===== src/rtl/kbd_pwm_bank.sv =====
// N-channel PWM bank steered by PS/2 scancodes: digit keys pick a channel, arrows adjust its
// shadow duty, space toggles its enable; shadows load into active duties at each period boundary.
module kbd_pwm_bank #(
  parameter int CHANNELS = 4,
  parameter int CNT_W    = 8,
  parameter int PRESC    = 4,
  parameter int STEP     = 16
) (
  input  logic                clk,
  input  logic                reset,
  input  logic [7:0]          scancode,
  input  logic                flag,
  output logic [CHANNELS-1:0] pwm,
  output logic [3:0]          sel,
  output logic [CNT_W-1:0]    sel_duty,
  output logic                cmd_valid
);

  localparam int                PW         = (PRESC > 1) ? $clog2(PRESC) : 1;
  localparam logic [PW-1:0]     PRESC_LAST = PW'(PRESC - 1);
  localparam logic [CNT_W-1:0]  DUTY_MAX   = '1;
  localparam int                STEP_C     = (STEP > (2 ** CNT_W)) ? (2 ** CNT_W) : STEP;
  localparam logic [CNT_W:0]    STEP_X     = (CNT_W + 1)'(STEP_C);
  localparam logic [3:0]        CH_LIM     = 4'(CHANNELS);

  typedef enum logic [1:0] {ST_IDLE, ST_EXT, ST_BRK, ST_EBRK} state_t;

  state_t                  state_q, state_d;
  logic [3:0]              sel_q, sel_d;
  logic [PW-1:0]           presc_q, presc_d;
  logic [CNT_W-1:0]        cnt_q, cnt_d;
  logic [CHANNELS-1:0]     en_q, en_d;
  logic [CHANNELS-1:0]     pwm_q, pwm_d;
  logic                    cmd_valid_q, cmd_valid_d;
  logic [CNT_W-1:0]        shadow_q [CHANNELS];
  logic [CNT_W-1:0]        shadow_d [CHANNELS];
  logic [CNT_W-1:0]        active_q [CHANNELS];
  logic [CNT_W-1:0]        active_d [CHANNELS];

  logic                    tick;
  logic [3:0]              digit;
  logic [CNT_W-1:0]        cur_duty;
  logic [CNT_W-1:0]        duty_new;
  logic                    duty_wr;
  logic [CNT_W:0]          sum;

  function automatic logic [3:0] key_digit(input logic [7:0] b);
    case (b)
      8'h16:   key_digit = 4'd1;
      8'h1E:   key_digit = 4'd2;
      8'h26:   key_digit = 4'd3;
      8'h25:   key_digit = 4'd4;
      8'h2E:   key_digit = 4'd5;
      8'h36:   key_digit = 4'd6;
      8'h3D:   key_digit = 4'd7;
      8'h3E:   key_digit = 4'd8;
      8'h46:   key_digit = 4'd9;
      default: key_digit = 4'd0;
    endcase
  endfunction

  always_comb begin
    cur_duty = '0;
    for (int i = 0; i < CHANNELS; i++) begin
      if (sel_q == 4'(i)) cur_duty = shadow_q[i];
    end
  end

  always_comb begin
    state_d     = state_q;
    sel_d       = sel_q;
    en_d        = en_q;
    shadow_d    = shadow_q;
    active_d    = active_q;
    cmd_valid_d = 1'b0;
    duty_new    = cur_duty;
    duty_wr     = 1'b0;
    sum         = {1'b0, cur_duty} + STEP_X;
    digit       = key_digit(scancode);
    tick        = (presc_q == PRESC_LAST);
    presc_d     = tick ? '0 : presc_q + 1'b1;
    cnt_d       = tick ? cnt_q + 1'b1 : cnt_q;

    if (flag) begin
      case (state_q)
        ST_IDLE: begin
          if (scancode == 8'hE0) begin
            state_d = ST_EXT;
          end else if (scancode == 8'hF0) begin
            state_d = ST_BRK;
          end else if (digit != 4'd0 && digit <= CH_LIM) begin
            sel_d       = digit - 4'd1;
            cmd_valid_d = 1'b1;
          end else if (scancode == 8'h29) begin
            for (int i = 0; i < CHANNELS; i++) begin
              if (sel_q == 4'(i)) en_d[i] = ~en_q[i];
            end
            cmd_valid_d = 1'b1;
          end
        end
        ST_EXT: begin
          if (scancode == 8'hF0) begin
            state_d = ST_EBRK;
          end else begin
            state_d     = ST_IDLE;
            cmd_valid_d = 1'b1;
            duty_wr     = 1'b1;
            case (scancode)
              8'h75:   duty_new = (sum > {1'b0, DUTY_MAX}) ? DUTY_MAX : sum[CNT_W-1:0];
              8'h72:   duty_new = ({1'b0, cur_duty} < STEP_X) ? '0 : cur_duty - STEP_X[CNT_W-1:0];
              8'h74:   duty_new = DUTY_MAX;
              8'h6B:   duty_new = '0;
              default: begin
                cmd_valid_d = 1'b0;
                duty_wr     = 1'b0;
              end
            endcase
          end
        end
        default: state_d = ST_IDLE;
      endcase
    end

    if (duty_wr) begin
      for (int i = 0; i < CHANNELS; i++) begin
        if (sel_q == 4'(i)) shadow_d[i] = duty_new;
      end
    end

    // Boundary loads the post-command shadow so a same-cycle command lands in this period.
    if (tick && cnt_q == DUTY_MAX) active_d = shadow_d;

    for (int i = 0; i < CHANNELS; i++) begin
      pwm_d[i] = en_d[i] && (cnt_q < active_q[i]);
    end
  end

  always_ff @(posedge clk) begin
    if (reset) begin
      state_q     <= ST_IDLE;
      sel_q       <= '0;
      presc_q     <= '0;
      cnt_q       <= '0;
      en_q        <= '1;
      pwm_q       <= '0;
      cmd_valid_q <= 1'b0;
      for (int i = 0; i < CHANNELS; i++) begin
        shadow_q[i] <= '0;
        active_q[i] <= '0;
      end
    end else begin
      state_q     <= state_d;
      sel_q       <= sel_d;
      presc_q     <= presc_d;
      cnt_q       <= cnt_d;
      en_q        <= en_d;
      pwm_q       <= pwm_d;
      cmd_valid_q <= cmd_valid_d;
      shadow_q    <= shadow_d;
      active_q    <= active_d;
    end
  end

  assign pwm       = pwm_q;
  assign sel       = sel_q;
  assign sel_duty  = cur_duty;
  assign cmd_valid = cmd_valid_q;

endmodule


===== config.mk =====
export PLATFORM = sky130hd
export DESIGN_NAME = kbd_pwm_bank
export DESIGN_NICKNAME = d
export VERILOG_FILES = /design/src/rtl/kbd_pwm_bank.sv
export SDC_FILE = /design/constraint.sdc
export NUM_CORES = 1
export LEC_CHECK = 0
export BUFFER_PORTS_ARGS = -buffer_cell sky130_fd_sc_hd__buf_2
export CAP_MARGIN = 10
export CORE_UTILIZATION = 60
export CTS_CLUSTER_DIAMETER = 150
export DETAILED_ROUTE_END_ITERATION = 8
export PLACE_DENSITY = 0.78
export SLEW_MARGIN = 10
export SYNTH_ARGS = -nofsm -noshare
export SYNTH_HDL_FRONTEND = slang
export SYNTH_SLANG_ARGS = --single-unit
export TNS_END_PERCENT = 20

===== constraint.sdc =====
create_clock -name clk -period 3.5 [get_ports clk]
set_clock_uncertainty 0.1 [all_clocks]
set_input_delay 0.875 -clock clk [delete_from_list [all_inputs] [get_ports clk]]
set_output_delay 0.875 -clock clk [all_outputs]
set_load 0.02 [all_outputs]

[Yosys cells after proc, flatten, opt, wreduce, memory -nomap -nowiden]
Cells that the tools add are included.
Widths: inputs -> output; s select.
Operators by class
  multiply operators: 0
  mux-type cells: 39
  equal/unequal tests: 23
  $lt $le $gt $ge: 7
  divide/modulo/power cells: 0
  bitwise logic cells: 7
  reductions and logical operators: 14
  add/subtract/negate cells: 5
  shift-type cells: 0
Operators with widths (number)
  $mux 8: 13
  $eq 8x6->1 const B: 7
  $eq 8x7->1 const B: 5
  $pmux 4 s9: 1
  $lt 8x8->1: 4
  $mux 32: 1
  $pmux 8 s4: 1
  $eq 8x8->1 const B: 3
  $mux 4: 6
  $eq 8x5->1 const B: 2
  $mux 1: 12
  $add 8x5->9 const B: 1
  $gt 9x8->1 const B: 1
  $add 8x1->8 const B: 1
  $eq 4x2->1 const B: 2
  $lt 8x5->1 const B: 1
  $sub 8x5->8 const B: 1
  $not 1->1: 7
  $logic_and 1x1->1: 6
  $mux 2: 3
  $reduce_and 5->1: 1
  $eq 4x1->1 const B: 1
  $le 4x3->1 const B: 1
  $logic_not 4->1: 1
  12 further kinds: 13
Word-level totals
  logic and storage cells: 110
  memories kept: 0
  bits in latches: 0
  bits in writable memories: 0
  bits in read-only memories: 0
  output and inout bits: 17
  input port bits: 11
  register bits after elaboration: 89

[Longest topological paths before layout]
  word-level depth: 14
  gate-level depth with buffers: 14
  gate-level depth less buffers: 10

[Least setup slack after synthesis]
OpenSTA, ideal clock, no wires.
  path type: reg2reg
  start: register sel_q[0] (netlist: sel[0])
  end: register shadow_q[10] in the netlist's numbering
  stages on the path, launching flop included: 14
  buffers on the path: 3
  arrival: 3.122 ns
  setup slack: 0.198 ns
  clock period less this slack: 3.302 ns
  cell sequence: dfxtp_1 > buf_4 > mux4_2 > nand2_1 > inv_1 > ha_1 > nor2_1 > and4_1 > nand4b_1 > a221oi_1 > buf_2 > buf_2 > nor3_1 > nor3b_1
Between the ends
  longest elaborated chain between the ends: 14
  elaborated cells between the ends (all ways): 20
Ends and longest elaborated chain
  start, declared: line 29  | logic [3:0] sel_q, sel_d;
  start signal, assigned: line 153  | sel_q <= sel_d;
  $logic_not 4->1: line 65  | if (sel_q == 4'(i)) cur_duty = shadow_q[i];
  $mux 8 (3 in series): line 65
  $mux 8 (*): line 65
  net sel_duty[5]: line 15  | output logic [CNT_W-1:0] sel_duty,
  $add 8x5->9: line 78  | sum = {1'b0, cur_duty} + STEP_X;
  $gt 9x8->1: line 109  | 8'h75: duty_new = (sum > {1'b0, DUTY_MAX}) ? DUTY_MAX : sum[CNT_W-1:0];
  $mux 8: line 109
  $pmux 8 s4 (*): line 108  | case (scancode)
  $mux 8 (*): line 102  | if (scancode == 8'hF0) begin
  $mux 8 (*): line 85  | case (state_q)
  $mux 8 (*): line 84  | if (flag) begin
  $mux 8 (*): line 126  | if (sel_q == 4'(i)) shadow_d[i] = duty_new;
  $mux 32 (*): line 124  | if (duty_wr) begin
  end signal, assigned: line 159  | shadow_q <= shadow_d;
  end, declared: line 35  | logic [CNT_W-1:0] shadow_q [CHANNELS];
Mark *: on every way through the listed nets, which the timed path passes. The rest lies on a longest branch.
A chain may end at the register's enable or synchronous reset.

[Final worst setup path]
  start: register sel_q[0] (netlist: sel[0])
  end: register active_q[22] in the netlist's numbering
Between the ends
  longest elaborated chain between the ends: 14
  elaborated cells between the ends (all ways): 20
Ends and longest elaborated chain
  $logic_not 4->1: line 65
  $mux 8 (4 in series): line 65
  $add 8x5->9: line 78
  $gt 9x8->1: line 109
  $mux 8: line 109
  $pmux 8 s4: line 108
  $mux 8: line 102
  $mux 8: line 85
  $mux 8: line 84
  $mux 8 (*): line 126
  $mux 32 (*): line 124
  end signal, assigned: line 160  | active_q <= active_d;
  end, declared: line 37  | logic [CNT_W-1:0] active_q [CHANNELS];
Every way passes the cells marked *; elsewhere a longest branch is shown, timed or not.

==> out/qor.yml <==
outcome:
  outcome: "complete, no violations"
power:
  power.switching_w: 0.000473
  combinationalPowerShare: 0.056
  clkPwrFrac: 0.402
  power.internal_w: 0.00141
  p_leak_nw: 2.12
  powerDensity_nw_per_um2: 322
  power_frac_seq: 0.542
  netSwitchingFraction: 0.251
  ir_drop_mv: 0.253
setup_path:
  r2r-start: "sel[0]"
  max_stage_delay_ns: 0.52
  required_ns: 3.62
  critPathArrivalTime_ns: 3.46
  path_cells: "mux4_2 -> nand2_1 -> inv_1 -> ha_1 -> nor2_1 -> and4_1 -> nand4b_1 -> a221oi_2 -> buf_12 -> nor4_1 -> a2111oi_0"
  crit_buf_inv: 2
  cp-startpoint: "sel[0]"
  crit_family: "compound AO/OA/AOI/OAI gates"
  worstPathMaxFanout: 29
  endpoint_kind: "flop"
  crit_path_top_delay_cell: "mux4_2"
  startpoint_type: "flop"
  path_class: "flop to flop"
die:
  die_h_um: 95.9
  core_region_area_um2: 8380
  die-area_um2: 9200
  pin_count: 28
  start_util: 0.631
  die-width_um: 95.9
  rows: 33
layout:
  fin_nets: 700
  drive_above_1_share: 0.161
  multi_input_area_um2: 3200
  areaGrowthSynthToFinish_pct: 10.8
  antennaDiodeCount: 0
  fillers: 673
  stdcell_count: 764
  seq_area_um2: 1780
placement:
  dp.cells: 748
  preCtsSetupSlack_ns: 0.0817
  dp_hpwl_mm: 10.6
  io_buffers: 27
  place.gp.congestion: 0.953
synthesis:
  synth-edff-count: 0
  async_flop_share: 0
  ys_top_cells_by_count: "89 x dfxtp_1, 55 x o21ai_0, 42 x nand2_1"
  synth_top_area_share: 0.337
  synth_most_common_cell: "dfxtp_1"
  ys_seq_area_frac: 0.337
  synth_area_per_cell_um2: 8.44
  ys.flop_type: "dfxtp_1"
  synth_cell_types: 59
  syn-num-nets: 673
  ys_warn_count: 0
  syn_inst: 627
  yosysTopAreaCell: "dfxtp_1"
  synth_area_leaders: "dfxtp_1 34%, ha_1 8.3%, o21ai_0 5.2%, mux4_2 3.8%, a21oi_1 3.5%"
  syn_area_um2: 5290
  synth_seq_cells: 89
global_routing:
  antenna_found_initial: 0
  first_global_vias: 4672
  grt_max_degree: 47
  grt_pass1_wl_mm: 23.9
  track_usage: 0.340
  overflow: 0
cts:
  clk_latency_ns: 0.36
  h-tree-depth: 3
  root_buffer: "clkbuf_8"
  cts_tree: "built"
  cts_max_path_buffers: 2
  cts_post_setup_buffers_inserted: 0
  cts_sinks: 89
  clkSlewWorstSetupHoldPaths_ns: 0.09
  cts_buffers: 9
timing:
  rsz0062_at_grt: "false"
  tns_ns: 0
  finalCritPeriodShare: 0.955
  hold_viol: 0
  fin_ws_ns: 0.158
  finalSetupViolCount: 0
  slew_headroom: 0.248
  period_needed_ns: 3.34
  tightest_slew_ns: 1.13
  slew_viol_final: 0
  timing.fmax_mhz: 299
routing:
  wl_met1_mm: 6.16
  vias_per_cell: 6.59
  wl_mm: 14.4
  drtIter0Drc: 441
  dr_wl_met2_mm: 6.56
  antenna_left: 0
  met3WireLength_mm: 1.25
  dr.pass1.iters: 5
  drc: 0
  vias: 5036
  routed.top_layer: "met4"
  detail_route.wl_per_cell_um: 18.9
job:
  cap_violations: 0
min_path:
  min_from: "presc_q[0]"
  worstHoldPathType: "flop to flop"
==> metal layers <==
metal,global-route usage,up-vias
li1,-,2358
met1,0.459,2385
met2,0.532,256
met3,0.0656,37
met4,0.144,0
met5,0,-
==> state kept, by name (all words and copies together) (netlist names) <==
name / cells
active_q: 32
cmd_valid: 1
cnt_q: 8
en_q: 4
presc_q: 2
pwm: 4
sel: 4
shadow_q: 32
state_q: 2
==> logic make-up (layout without fill, tap and decap cells) <==
| group | Yosys count | count (layout) | synth area share |
|---|---|---|---|
| AND/OR/NAND/NOR | 201 | 201 | 0.205 |
| AO/OA/AOI/OAI | 186 | 186 | 0.233 |
| flip-flops | 89 | 89 | 0.337 |
| buffers and inverters | 83 | 115 | 0.0624 |
| adder cells (fa/ha/maj) | 35 | 35 | 0.0828 |
| multiplexers | 18 | 18 | 0.0553 |
| XOR/XNOR | 15 | 15 | 0.0248 |
==> power by group through the flow <==
stage / sequential (W) / clock (W) / combinational, W
after floorplan: 0.00105 / 0 / 0.0000720
after global placement: 0.00105 / 0 / 0.0000991
after detailed placement: 0.00105 / 0 / 0.000103
after CTS: 0.00102 / 0.000763 / 0.000103
after global routing: 0.00102 / 0.000806 / 0.000115
final: 0.00102 / 0.000759 / 0.000106
==> timing repair <==
item | CTS | global route
setup endpoints to repair | 0 | 2
hold buffers | 0 | 0
resized for setup | 0 | 2
==> cells in the final DEF (no fill, tap or decap), types with 25 or more instances in the layout <==
cell,instances
a21oi_1,37
buf_2,27
buf_4,33
dfxtp_1,89
ha_1,35
inv_1,38
nand2_1,42
nor2_1,40
nor3_1,25
o21ai_0,55
==> area by class of cell <==
cell class / instances / share of cell area
inverters: 38 / 0.0243
repair buffers: 61 / 0.0687
multi-input cells: 455 / 0.545
clock inverters: 6 / 0.0124
clock buffers: 10 / 0.0235
well taps: 105 / 0.0224
flip-flops and latches: 89 / 0.304
==> final timing paths <==
kind | slack (ns) | depth (start not counted) | to
max | 0.16 | 11 | active_q[22]
min | 0.34 | 1 | presc_q[0]
max reg2reg | 0.16 | 11 | active_q[22]
min reg2reg | 0.34 | 1 | presc_q[0]
==> stage by stage <==
| stage | total power, W | util | hold slack [ns] | instance area (µm²) |
|---|---|---|---|---|
| final | 0.00189 | 0.700 | 0.340 | 5860 |
| after global routing | 0.00194 | 0.700 | 0.366 | 5860 |
| after CTS | 0.00189 | 0.700 | 0.336 | 5860 |
| after detailed placement | 0.00115 | 0.675 | 0.322 | 5650 |
| after global placement | 0.00115 | 0.675 | 0.314 | 5650 |
| after floorplan | 0.00112 | - | 0.304 | 5290 |
(Power assumes the default switching activity.)
